**src/rtl/midi_voice_allocator.sv**
```systemverilog
// Polyphonic MIDI voice scheduler: serial scan picks retrigger/free/oldest voice for Note On and releases on Note Off/All Notes Off.
// Accept edge k -> outputs at k+N_VOICES+2 (All Notes Off k+2); msg_ready_o low while busy, dropped messages keep it high.
module midi_voice_allocator #(
    parameter int          N_VOICES  = 8,
    parameter int          AGE_W     = 4,
    parameter logic [15:0] CHAN_MASK = 16'hFFFF
) (
    input  logic                  clk_i,
    input  logic                  rst_p_i,
    input  logic                  msg_valid_i,
    input  logic [23:0]           msg_data_i,
    output logic                  msg_ready_o,
    output logic [N_VOICES-1:0]   voice_active_o,
    output logic [7*N_VOICES-1:0] voice_note_o,
    output logic [7*N_VOICES-1:0] voice_vel_o,
    output logic [4*N_VOICES-1:0] voice_chan_o,
    output logic [N_VOICES-1:0]   voice_update_o,
    output logic                  steal_o
);
    localparam int IDX_W = (N_VOICES > 1) ? $clog2(N_VOICES) : 1;
    localparam logic [IDX_W-1:0] LAST_IDX = IDX_W'(N_VOICES - 1);

    typedef enum logic [1:0] {S_IDLE, S_PREP, S_SCAN, S_COMMIT} state_t;
    typedef enum logic [1:0] {OP_ON, OP_OFF, OP_ALL, OP_DROP} op_t;

    state_t              state_q;
    op_t                 op_q;
    op_t                 in_op;
    logic [3:0]          mch_q;
    logic [6:0]          mnote_q;
    logic [6:0]          mvel_q;
    logic [IDX_W-1:0]    idx_q;
    logic [IDX_W-1:0]    match_idx_q;
    logic [IDX_W-1:0]    free_idx_q;
    logic [IDX_W-1:0]    old_idx_q;
    logic [IDX_W-1:0]    tgt;
    logic                match_vld_q;
    logic                free_vld_q;
    logic                old_vld_q;
    logic [AGE_W-1:0]    old_age_q;

    logic [N_VOICES-1:0] active_q, active_d;
    logic [N_VOICES-1:0] upd_q, upd_d;
    logic [6:0]          note_q [N_VOICES];
    logic [6:0]          note_d [N_VOICES];
    logic [6:0]          vel_q  [N_VOICES];
    logic [6:0]          vel_d  [N_VOICES];
    logic [3:0]          chan_q [N_VOICES];
    logic [3:0]          chan_d [N_VOICES];
    logic [AGE_W-1:0]    age_q  [N_VOICES];
    logic [AGE_W-1:0]    age_d  [N_VOICES];
    logic                steal_q, steal_d;
    logic                unused_data_bits;

    // Decoding at the accept edge lets dropped messages leave the FSM idle.
    always_comb begin
        in_op = OP_DROP;
        if (CHAN_MASK[msg_data_i[19:16]]) begin
            case (msg_data_i[23:20])
                4'h9:    in_op = (msg_data_i[6:0] != 7'd0) ? OP_ON : OP_OFF;
                4'h8:    in_op = OP_OFF;
                4'hB:    in_op = (msg_data_i[14:8] == 7'h7B) ? OP_ALL : OP_DROP;
                default: in_op = OP_DROP;
            endcase
        end
    end

    assign tgt = match_vld_q ? match_idx_q : (free_vld_q ? free_idx_q : old_idx_q);

    always_comb begin
        active_d = active_q;
        note_d   = note_q;
        vel_d    = vel_q;
        chan_d   = chan_q;
        age_d    = age_q;
        upd_d    = '0;
        steal_d  = 1'b0;
        case (op_q)
            OP_ON: begin
                steal_d = !match_vld_q && !free_vld_q;
                for (int v = 0; v < N_VOICES; v++) begin
                    if (IDX_W'(v) == tgt) begin
                        active_d[v] = 1'b1;
                        note_d[v]   = mnote_q;
                        vel_d[v]    = mvel_q;
                        chan_d[v]   = mch_q;
                        age_d[v]    = '0;
                        upd_d[v]    = 1'b1;
                    end else if (active_q[v] && !(&age_q[v])) begin
                        age_d[v] = age_q[v] + AGE_W'(1);
                    end
                end
            end
            OP_OFF, OP_ALL: begin
                for (int v = 0; v < N_VOICES; v++) begin
                    if (active_q[v] && chan_q[v] == mch_q &&
                        (op_q == OP_ALL || note_q[v] == mnote_q)) begin
                        active_d[v] = 1'b0;
                        vel_d[v]    = '0;
                        upd_d[v]    = 1'b1;
                    end
                end
            end
            default: ;
        endcase
    end

    always_ff @(posedge clk_i) begin
        if (rst_p_i) begin
            state_q     <= S_IDLE;
            op_q        <= OP_DROP;
            mch_q       <= '0;
            mnote_q     <= '0;
            mvel_q      <= '0;
            idx_q       <= '0;
            match_idx_q <= '0;
            free_idx_q  <= '0;
            old_idx_q   <= '0;
            match_vld_q <= 1'b0;
            free_vld_q  <= 1'b0;
            old_vld_q   <= 1'b0;
            old_age_q   <= '0;
            active_q    <= '0;
            upd_q       <= '0;
            steal_q     <= 1'b0;
            for (int v = 0; v < N_VOICES; v++) begin
                note_q[v] <= '0;
                vel_q[v]  <= '0;
                chan_q[v] <= '0;
                age_q[v]  <= '0;
            end
        end else begin
            upd_q   <= '0;
            steal_q <= 1'b0;
            case (state_q)
                S_IDLE: begin
                    if (msg_valid_i && in_op != OP_DROP) begin
                        op_q    <= in_op;
                        mch_q   <= msg_data_i[19:16];
                        mnote_q <= msg_data_i[14:8];
                        mvel_q  <= msg_data_i[6:0];
                        state_q <= S_PREP;
                    end
                end
                S_PREP: begin
                    idx_q       <= '0;
                    match_vld_q <= 1'b0;
                    free_vld_q  <= 1'b0;
                    old_vld_q   <= 1'b0;
                    state_q     <= (op_q == OP_ALL) ? S_COMMIT : S_SCAN;
                end
                S_SCAN: begin
                    if (!match_vld_q && active_q[idx_q] && note_q[idx_q] == mnote_q &&
                        chan_q[idx_q] == mch_q) begin
                        match_vld_q <= 1'b1;
                        match_idx_q <= idx_q;
                    end
                    if (!free_vld_q && !active_q[idx_q]) begin
                        free_vld_q <= 1'b1;
                        free_idx_q <= idx_q;
                    end
                    // Strict compare keeps the lowest index among equally old voices.
                    if (active_q[idx_q] && (!old_vld_q || age_q[idx_q] > old_age_q)) begin
                        old_vld_q <= 1'b1;
                        old_idx_q <= idx_q;
                        old_age_q <= age_q[idx_q];
                    end
                    if (idx_q == LAST_IDX) begin
                        state_q <= S_COMMIT;
                    end else begin
                        idx_q <= idx_q + IDX_W'(1);
                    end
                end
                S_COMMIT: begin
                    active_q <= active_d;
                    note_q   <= note_d;
                    vel_q    <= vel_d;
                    chan_q   <= chan_d;
                    age_q    <= age_d;
                    upd_q    <= upd_d;
                    steal_q  <= steal_d;
                    state_q  <= S_IDLE;
                end
                default: state_q <= S_IDLE;
            endcase
        end
    end

    assign msg_ready_o      = (state_q == S_IDLE);
    assign voice_active_o   = active_q;
    assign voice_update_o   = upd_q;
    assign steal_o          = steal_q;
    assign unused_data_bits = msg_data_i[15] ^ msg_data_i[7];

    for (genvar v = 0; v < N_VOICES; v++) begin : g_pack
        assign voice_note_o[7*v +: 7] = note_q[v];
        assign voice_vel_o[7*v +: 7]  = vel_q[v];
        assign voice_chan_o[4*v +: 4] = chan_q[v];
    end
endmodule

```
**config.mk**
```make
export PLATFORM = sky130hd
export DESIGN_NAME = midi_voice_allocator
export DESIGN_NICKNAME = d
export VERILOG_FILES = /design/src/rtl/midi_voice_allocator.sv
export SDC_FILE = /design/constraint.sdc
export NUM_CORES = 1
export LEC_CHECK = 0
export CORE_MARGIN = 5
export CORE_UTILIZATION = 45
export CTS_BUF_LIST = sky130_fd_sc_hd__clkbuf_4
export DETAILED_ROUTE_END_ITERATION = 8
export MAX_ROUTING_LAYER = met4
export PLACE_DENSITY_LB_ADDON = 0.08
export SYNTH_ARGS = -nofsm -noshare
export SYNTH_HDL_FRONTEND = slang
export SYNTH_SLANG_ARGS = --single-unit
export TNS_END_PERCENT = 20
```
**constraint.sdc**
```tcl
create_clock -name clk_i -period 5.1 [get_ports clk_i]
set_clock_uncertainty 0.05 [all_clocks]
set_input_delay 1.02 -clock clk_i [delete_from_list [all_inputs] [get_ports clk_i]]
set_output_delay 1.02 -clock clk_i [all_outputs]
set_load 0.01 [all_outputs]
```
==> impl_metrics.toml <==
[synth]
synth-compound-area-share_pct = 9.69
post-synth-top-count-cell = "dfxtp_1"
yosysTopAreaCell = "dfxtp_1"
synthesis.nets = 1251
synth_area_per_cell_um2 = 9.42
ys_top_cells_by_count = "234 x dfxtp_1, 208 x nor2_1, 139 x mux2i_1"
synthArstFlopShare_pct = 0
synth_top_family_by_area = "multiplexers"
synth-adder-area-share_pct = 2.32
synth_area_leaders = "dfxtp_1 41%, mux2i_1 12%, nor2_1 6.9%, xor2_1 5.4%, mux4_2 3.8%"
synth_area_mm2 = 0.0113
syn_inst = 1203
synth.top_cell.area_share_pct = 41.3
synthSimpleGateAreaFrac_pct = 15.5
synth_seq_area_share_pct = 41.3
synth_xor_area_share_pct = 8.50
yosys_warnings = 0
synth_flop_cell = "dfxtp_1"
muxShareOfSynthArea_pct = 18.7
ys_ff_latch = 234
synth_cell_types = 53
synth_edf_count = 0

[clocking]
holdBufCountCts = 0
post_cts_buffers = 0
clkTransAtPathRegs_ns = 0.06
h-tree-depth = 3
clock_latency_ns = 0.70
cts_tree = "built"
cts_sinks = 234
post_cts_resized = 0
cts-buffers-inserted = 66
clk_path_buf_depth = 3
clockRootBuffer = "clkbuf_4"

[global_route]
first_global_vias = 9504
grt_start_max_net_pins = 139
grt_pass1_wl_mm = 56.1
antenna_found_initial = 1
grt.overflow.total = 0
grtUsageTotal_pct = 25.9

[cells_and_area]
post-route-util_pct = 56.9
area_delta_synth_final_pct = 25.3
drive_above_1_share_pct = 11.5
layout.cells.non_filler = 1762
nNetsFinal = 1435
stdcell_area_mm2 = 0.0142

[drt]
ant_nets = 0
wl_per_cell_um = 20.7
firstDrtPassIters = 5
drt_iter0_markers = 768
routed_wl_mm = 36.5
routed_via_density = 5.53
num_vias = 9741
drc = 0

[timing]
slew_headroom_pct = 13.7
timing.final.crit_share_pct = 66.4
worst_slew_pin_slew_ns = 1.29
finalSetupViolCount = 0
fmax_ghz = 0.295
min_period_ns = 3.38
setup_tns_ns = 0
hold_viol = 0
slew_viol_final = 0
rsz0062_at_grt = "no"

[floorplan]
die-height_um = 169
die_area_mm2 = 0.0285
rows = 58
dieWidth_um = 169
core_area_mm2 = 0.0250
initial_utilization_pct = 45.4
ios = 189

[power]
p_comb_share_pct = 8.8
seq_power_share_pct = 47.4
power.switching_w = 0.00108
pwr-share-clk_pct = 43.8
switching_share_pct = 27.1
leakage_nw = 5.01
vdd_drop_max_mv = 0.159
internal_power_w = 0.00291
p_per_area_mw_per_mm2 = 281

[setup_path]
crit_required_ns = 5.56
cp-end-kind = "register"
start_kind = "register"
crit_path_top_delay_cell = "a211oi_2"
crit_path_max_fanout = 9
path_class = "register to register"
r2r_end = "old_age_q[1]"
reg2reg_depth = 10
worstPathArrival_ns = 3.85
cp_cell_sequence = "mux4_2 -> mux2_2 -> ha_1 -> nor2b_1 -> o21a_1 -> o21a_1 -> o21ai_0 -> a211oi_2 -> mux2i_1 -> nor2_1"
r2r-start = "idx_q[0]"
max_stage_delay_ns = 0.76
timing.critical_path.mode_cell = "o21a_1"
regToRegSetupSlack_ns = 1.72

[run_status]
status = "finished clean"

[placement]
port_buffers = 186
placedCellCount = 1649
place_congestion = 0.880
placed_area_mm2 = 0.0134
post-dp-hpwl_mm = 25.1

[min_path]
hp-class = "register to register"
min_from = "voice_vel_o[2]"
min_delay_worst_endpoint = "voice_vel_o[2]"
min_path_cells = 2

[job]
maxCapViolCount = 0
-- per-stage QoR --
step	total power (W)	hold slack, ns	worst slack [ns]
after floorplan	0.00216	0.409	1.41
after global placement	0.00228	0.394	1.50
after detailed placement	0.00228	0.398	1.48
after CTS	0.00404	0.406	1.67
after global routing	0.00417	0.435	1.44
final	0.00399	0.403	1.72
-- logic make-up after synthesis --
family	count (synthesis)
mux	174
buf+inv	102
xor+xnor	110
fa+ha+maj	21
simple gates	394
flops	234
compound gates	168
-- worst max path at each step --
stage / start / endpoint / slack (ns) / depth (start not counted)
6_report: idx_q[0] / old_age_q[1] / 1.72 / 10
5_1_grt: idx_q[0] / old_idx_q[2] / 1.44 / 10
4_1_cts: idx_q[0] / old_age_q[1] / 1.67 / 10
3_5_place_dp: msg_data_i[11] / op_q[0] / 1.48 / 10
3_3_place_gp: msg_data_i[11] / mnote_q[1] / 1.50 / 10
2_1_floorplan: idx_q[0] / old_age_q[1] / 1.41 / 13
-- sequential cells by signal, summed over array words and instances, names as in the netlist, 7 cells and up --
signal,count
voice_note_o,56
voice_vel_o,56
age_q,32
voice_chan_o,32
voice_active_o,8
voice_update_o,8
mnote_q,7
mvel_q,7
-- worst max-delay path: cells and delay by family, from the launching register on --
kind / cells / cell delay (ns)
mux: 3 / 1.13
compound gates: 4 / 1.05
simple gates: 2 / 0.18
fa+ha+maj: 1 / 0.29
flops: 1 / 0.51
-- layer usage --
metal / part of all wire [%] / GRT usage [%] / wire length (um)
met1: 47 / 36.7 / 17200
met3: 6.3 / 4.41 / 2290
met4: 1.8 / 7.27 / 656
met2: 45 / 38.5 / 16400
met5: 0 / - / 0
-- area by class of cell --
cell class / instances / area [um^2]
clock inverters: 14 / 106
flip-flops and latches: 234 / 4690
well taps: 330 / 413
diodes: 2 / 5.00
inverters: 14 / 52.6
fillers: 2303 / 10800
multi-input cells: 867 / 6200
repair buffers: 204 / 2010
clock buffers: 97 / 728
-- cell usage in the layout, fill, tap and decap left out, drive strengths merged, types with 40 or more instances in the layout --
master         instances
nor2                 208
a21oi                 66
clkdlybuf4s50        185
a22oi                 51
mux2i                139
clkbuf                97
dfxtp                234
xor2                  70
nand2                 66
xnor2                 40
-- power groups by stage --
stage          Clock [W]  Sequential, W  Combinational, W
3_5_place_dp           0        0.00193          0.000344
3_3_place_gp           0        0.00193          0.000345
6_report         0.00175        0.00189          0.000349
5_1_grt          0.00190        0.00190          0.000377
2_1_floorplan          0        0.00189          0.000268
4_1_cts          0.00180        0.00189          0.000345
Power figures use the tool's default switching activity.
==> variant 1, RTL diff (same settings) <==
`N_VOICES`: 8 -> 16.
--- a/src/rtl/midi_voice_allocator.sv
+++ b/src/rtl/midi_voice_allocator.sv
@@ -1,7 +1,7 @@
 // Polyphonic MIDI voice scheduler: serial scan picks retrigger/free/oldest voice for Note On and releases on Note Off/All Notes Off.
 // Accept edge k -> outputs at k+N_VOICES+2 (All Notes Off k+2); msg_ready_o low while busy, dropped messages keep it high.
 module midi_voice_allocator #(
-    parameter int          N_VOICES  = 8,
+    parameter int          N_VOICES  = 16,
     parameter int          AGE_W     = 4,
     parameter logic [15:0] CHAN_MASK = 16'hFFFF
 ) (
Ports: changed (5 resized); port bits go from 189 to 349. The function was not compared with the original's and may differ.
==> variant 1 against the original RTL <==
Setup slack lost 0.50 ns; fmax shrank 13%; combinational power grew 24%; routed wire length grew 120%; synthesized area grew 86%; via count grew 110%; sequential cell count grew 196; cell area grew 86%; power grew 74%; cell count grew 94%; non-clock buffer count grew 196; critical path type unchanged; critical endpoint is now old_idx_q[1]; largest power group unchanged.
==> variant 1: results (changes against the original RTL) <==
The number of setup buffers added after CTS is 0 (unchanged). The longest individual stage delay on the worst path came out at 0.68 ns (was 0.76 ns). The number of distinct library cells after synthesis was 70 (was 53). The via count of the first global-routing pass is 19,300 (was 9,504). The number of antenna violations at the first check in global routing is 5 (was 1). The XOR/XNOR share of the synthesized area came to 8.76% (was 8.50%).

The iteration count of the initial detailed-routing pass came out at 6 (was 5). The cell count of the worst reg-to-reg path came out at 11 (was 10). The weighted congestion reported at the end of routability-driven placement is 0.981 (was 0.880). The clock latency at the later pin of the worst-skew pair is 0.91 ns (was 0.70 ns). The HPWL after detailed placement came out at 59,200 um (was 25,100 um). The final net count came out at 2,777 (was 1,435). The via density per instance came out at 5.97 (was 5.53). The share of final-layout standard cells stronger than drive strength 1 is 12.0% (was 11.5%). The total routing usage reported by global routing came to 31.6% (was 25.9%).

The origin of the critical flop-to-flop path is idx_q[1] (was idx_q[0]). Outcome: complete, no violations (unchanged). The slack of the worst reg-to-reg path was 1.21 ns (was 1.72 ns).

The capture instance of the worst register-to-register path was old_idx_q[1] (was old_age_q[1]). The end point of the worst hold path is match_idx_q[1] (was voice_vel_o[2]). The cell leakage power came to 9.42 nW (was 5.01 nW).

The first-iteration detailed-routing DRC count came out at 2,034 (was 768). The wire length of the first global-routing pass came out at 121,000 um (was 56,100 um). The standard cell with the maximum stage delay on the critical path is sky130_fd_sc_hd__dfxtp_2 (was sky130_fd_sc_hd__a211oi_2). The maximum fanout encountered on the critical timing path is 20 (was 9). The family of cells with the greatest summed delay on the critical path is multiplexers (unchanged). The number of buffers created by CTS came to 113 (was 66). The met2 routed wirelength is 37,600 um (was 16,400 um). The total nets after synthesis is 2,461 (was 1,251). The data arrival at the endpoint of the critical path is 4.56 ns (was 3.85 ns). Synth area leaders: sky130_fd_sc_hd__dfxtp_1 (41%), sky130_fd_sc_hd__mux4_2 (6.9%), sky130_fd_sc_hd__a21oi_1 (6.3%) (was sky130_fd_sc_hd__dfxtp_1 (41%), sky130_fd_sc_hd__mux2i_1 (12%), sky130_fd_sc_hd__nor2_1 (6.9%)). The start point of the worst min-delay path is match_idx_q[1] (was voice_vel_o[2]). The worst hold-check slack is 0.433 ns (was 0.403 ns). The area share of fa/ha/maj cells after synthesis came out at 1.66% (was 2.32%). The number of inserted filler cells in the final layout is 4,318 (was 2,303).

The count of buffers from port buffering is 346 (was 186). Ranking of synthesized cells by instance count: sky130_fd_sc_hd__dfxtp_1 (430), sky130_fd_sc_hd__nand2_1 (293), sky130_fd_sc_hd__a21oi_1 (264) (was sky130_fd_sc_hd__dfxtp_1 (234), sky130_fd_sc_hd__nor2_1 (208), sky130_fd_sc_hd__mux2i_1 (139)). The pin count of the biggest net entering global routing is 156 (was 139). The proportion of synthesized area in mux cells is 11.3% (was 18.7%). The average wire per cell in the routed design was 24.1 um (was 20.7 um). The detailed-route wire length on metal 1 is 33,200 um (was 17,200 um).
[variant 1: worst min-delay path, stage by stage, from the launching register on]
cell and delay [ns]:
sky130_fd_sc_hd__dfxtp_1 0.31, sky130_fd_sc_hd__o31ai_1 0.06, sky130_fd_sc_hd__a21oi_1 0.06
[variant 1: how the worst max path moves through the flow]
stage / slack (ns) / startpoint / end
4_1_cts: 1.20 / idx_q[1] / old_idx_q[1]
5_1_grt: 1.02 / idx_q[0] / old_idx_q[0]
2_1_floorplan: 1.36 / idx_q[1] / old_age_q[0]
6_report: 1.21 / idx_q[1] / old_idx_q[1]
3_3_place_gp: 1.23 / idx_q[1] / old_idx_q[0]
3_5_place_dp: 1.24 / idx_q[1] / old_idx_q[2]
[variant 1: power by group]
part	leakage (nW)	switching (mW)	total (mW)	internal, mW
Clock	0.851	1.47	3.07	1.60
Sequential	3.46	0.0532	3.42	3.37
Combinational	5.11	0.269	0.432	0.163
Total	9.42	1.79	6.92	5.13
[variant 1: routing by layer]
metal  vias up  track usage (%)
li1       9197                -
met1      9884             40.6
met2      1082             48.1
met3       179             9.59
met4         0             10.1
met5         -                -
[variant 1: layout make-up]
| type | count | area share [%] |
|---|---|---|
| diodes | 4 | 0.0380 |
| clock buffers | 169 | 4.81 |
| clock inverters | 23 | 0.589 |
| inverters | 25 | 0.356 |
| multi-input cells | 1752 | 43.8 |
| flip-flops and latches | 430 | 32.7 |
| well taps | 607 | 2.88 |
| repair buffers | 400 | 14.9 |
[variant 1: logic make-up after synthesis]
family | count (synthesis)
buffers and inverters | 224
multiplexers | 155
XOR/XNOR | 210
flip-flops | 430
adder cells (fa/ha/maj) | 28
AO/OA/AOI/OAI | 609
AND/OR/NAND/NOR | 750
[variant 1: stage by stage]
step                instances  setup WS, ns  power [mW]  area (um2)
global route             3410          1.02        7.19       26400
finish                   3410          1.21        6.92       26400
detailed placement       3214          1.24        3.93       24900
CTS                      3406          1.20        6.97       26300
global placement         3214          1.23        3.92       24900
floorplan                2406          1.36        3.79       21100
==> variant 2, RTL diff (same settings) <==
Without the edit above. Encoding of `op_t`: now Gray code (2 bits for 4 values).
--- a/src/rtl/midi_voice_allocator.sv
+++ b/src/rtl/midi_voice_allocator.sv
@@ -21,7 +21,7 @@
     localparam logic [IDX_W-1:0] LAST_IDX = IDX_W'(N_VOICES - 1);
 
     typedef enum logic [1:0] {S_IDLE, S_PREP, S_SCAN, S_COMMIT} state_t;
-    typedef enum logic [1:0] {OP_ON, OP_OFF, OP_ALL, OP_DROP} op_t;
+    typedef enum logic [1:0] {OP_ON = 2'b00, OP_OFF = 2'b01, OP_ALL = 2'b11, OP_DROP = 2'b10} op_t;
 
     state_t              state_q;
     op_t                 op_q;
Function: same outputs for any inputs over 4 cycles, from zero or initial values and one cycle with rst_p_i high; so few cycles prove little.
==> variant 2 against the original RTL <==
Global-route usage grew 0.29 points; setup slack gained 0.10 ns; synthesized cell count grew 4.4%; critical path type unchanged; synthesized area grew 0.63%; routed wire length grew 1.9%; via count grew 2.2%; cell area grew 0.86%; sequential cell count is the same.
Power is not compared: it rests on default switching activity, and its combinational part moved more than twofold at a synthesized area within 25%.
==> variant 2: results (changes against the original RTL) <==
The met1 track demand over resource in global routing is 37.4% (was 36.7%). Outcome: complete, no violations (unchanged). The number of buffers created by CTS is 67 (was 66). The worst slew margin relative to its limit came to 18.8% (was 13.7%). The number of buffers other than clock buffers in the final layout came out at 217 (was 204). The total via count after detailed routing came out at 9,958 (was 9,741).

The area added between synthesis and finish came out at 25.6% (was 25.3%). The slack of the worst reg-to-reg path came out at 1.82 ns (was 1.72 ns). The first element of the critical path was idx_q[1] (was idx_q[0]).

The buffer depth of the longest clock path was 3 (unchanged). The pin count of the biggest net entering global routing is 113 (was 139). The final net count is 1,486 (was 1,435). The share of the final layout cell area in multi-input gates is 43.7% (was 43.6%). The number of distinct library cells after synthesis is 54 (was 53).

The worst hold path class is reg2reg (unchanged). The average wire per cell in the routed design came out at 20.5 um (was 20.7 um). The share of final-layout standard cells stronger than drive strength 1 came to 12.5% (was 11.5%). The capture instance of the worst register-to-register path is old_age_q[2] (was old_age_q[1]). The number of combinational gates with multiple inputs came out at 912 (was 867). The number of flip-flops and latches in the synthesized netlist is 234 (unchanged). The total of cells resized after clock tree synthesis is 0 (unchanged). The HPWL after detailed placement is 25,700 um (was 25,100 um). The sequential fraction of the synthesis area came out at 41.1% (was 41.3%).

The number of inserted filler cells in the final layout came out at 2,295 (was 2,303). The detailed-route wire length on metal 1 came to 16,800 um (was 17,200 um). The maximum fanout encountered on the critical timing path came to 27 (was 9). The aggregate routed wire length came out at 37,200 um (was 36,500 um). Synth area leaders: sky130_fd_sc_hd__dfxtp_1 (41%), sky130_fd_sc_hd__mux2i_1 (12%), sky130_fd_sc_hd__xor2_1 (5.3%) (was sky130_fd_sc_hd__dfxtp_1 (41%), sky130_fd_sc_hd__mux2i_1 (12%), sky130_fd_sc_hd__nor2_1 (6.9%)). The proportion of cell area spent on the clock network came out at 5.72% (was 5.88%). The met3 wire length is 2970 um (was 2290 um). The worst setup timing slack at the placement stage came out at 1.40 ns (was 1.48 ns).

The clock latency at the later pin of the worst-skew pair came to 0.67 ns (was 0.70 ns). The number of clock-tree buffers in the layout came out at 99 (was 97). The non-clock inverter count in the final layout came out at 9 (was 14). The post-detailed-placement cell area is 0.0135 mm2 (was 0.0134 mm2). The start point of the worst min-delay path is match_idx_q[1] (was voice_vel_o[2]).

The cell count after synthesis is 1,256 (was 1,203). The total routing usage reported by global routing is 26.2% (was 25.9%). The end point of the worst hold path is match_idx_q[1] (was voice_vel_o[2]).

The clock period minus final worst setup slack is 3.28 ns (was 3.38 ns). The iteration count of the initial detailed-routing pass was 6 (was 5). The via count of the first global-routing pass is 9,524 (was 9,504). The number of placed instances with taps included came out at 1,702 (was 1,649). The non-clock buffer contribution to total cell area is 14.7% (was 14.2%). The top routing layer in use was met4 (unchanged). The antenna cell count is 1 (was 2). The wire length of the first global-routing pass is 56,700 um (was 56,100 um).

The first-iteration detailed-routing DRC count came out at 971 (was 768). The met2 routed wirelength was 16,600 um (was 16,400 um).
[variant 2: cell count changes after synthesis, moves of 6 or more]
| cell | before | now |
|---|---|---|
| sky130_fd_sc_hd__mux4_1 | 8 | 0 |
| sky130_fd_sc_hd__nand3_1 | 33 | 42 |
| sky130_fd_sc_hd__nand4_1 | 16 | 22 |
| sky130_fd_sc_hd__clkbuf_1 | 58 | 71 |
| sky130_fd_sc_hd__or3b_2 | 8 | 1 |
| sky130_fd_sc_hd__a22oi_1 | 51 | 1 |
| sky130_fd_sc_hd__nor2_1 | 208 | 149 |
| sky130_fd_sc_hd__and3_1 | 0 | 6 |
| sky130_fd_sc_hd__nand2_1 | 66 | 147 |
| sky130_fd_sc_hd__a21oi_1 | 66 | 97 |
| sky130_fd_sc_hd__a311oi_1 | 0 | 6 |
| sky130_fd_sc_hd__nor2b_1 | 3 | 23 |
| sky130_fd_sc_hd__mux4_2 | 19 | 25 |
[variant 2: worst max-delay path, cell delays in order, from the launching register on]
cell                      delay, ns
sky130_fd_sc_hd__dfxtp_2       0.82
sky130_fd_sc_hd__mux4_2        0.43
sky130_fd_sc_hd__mux2_2        0.30
sky130_fd_sc_hd__ha_1          0.29
sky130_fd_sc_hd__nor2b_1       0.12
sky130_fd_sc_hd__o21a_1        0.11
sky130_fd_sc_hd__o21a_1        0.09
sky130_fd_sc_hd__o21ai_0       0.10
sky130_fd_sc_hd__a21oi_2       0.50
sky130_fd_sc_hd__mux2i_1       0.25
sky130_fd_sc_hd__nor2_1        0.05
[variant 2: logic make-up after synthesis]
kind of cell	Yosys count	synth area share, %
simple gates	462	18.7
compound gates	150	7.80
xor+xnor	112	8.60
buf+inv	110	4.09
mux	170	17.8
flops	234	41.1
fa+ha+maj	18	1.97
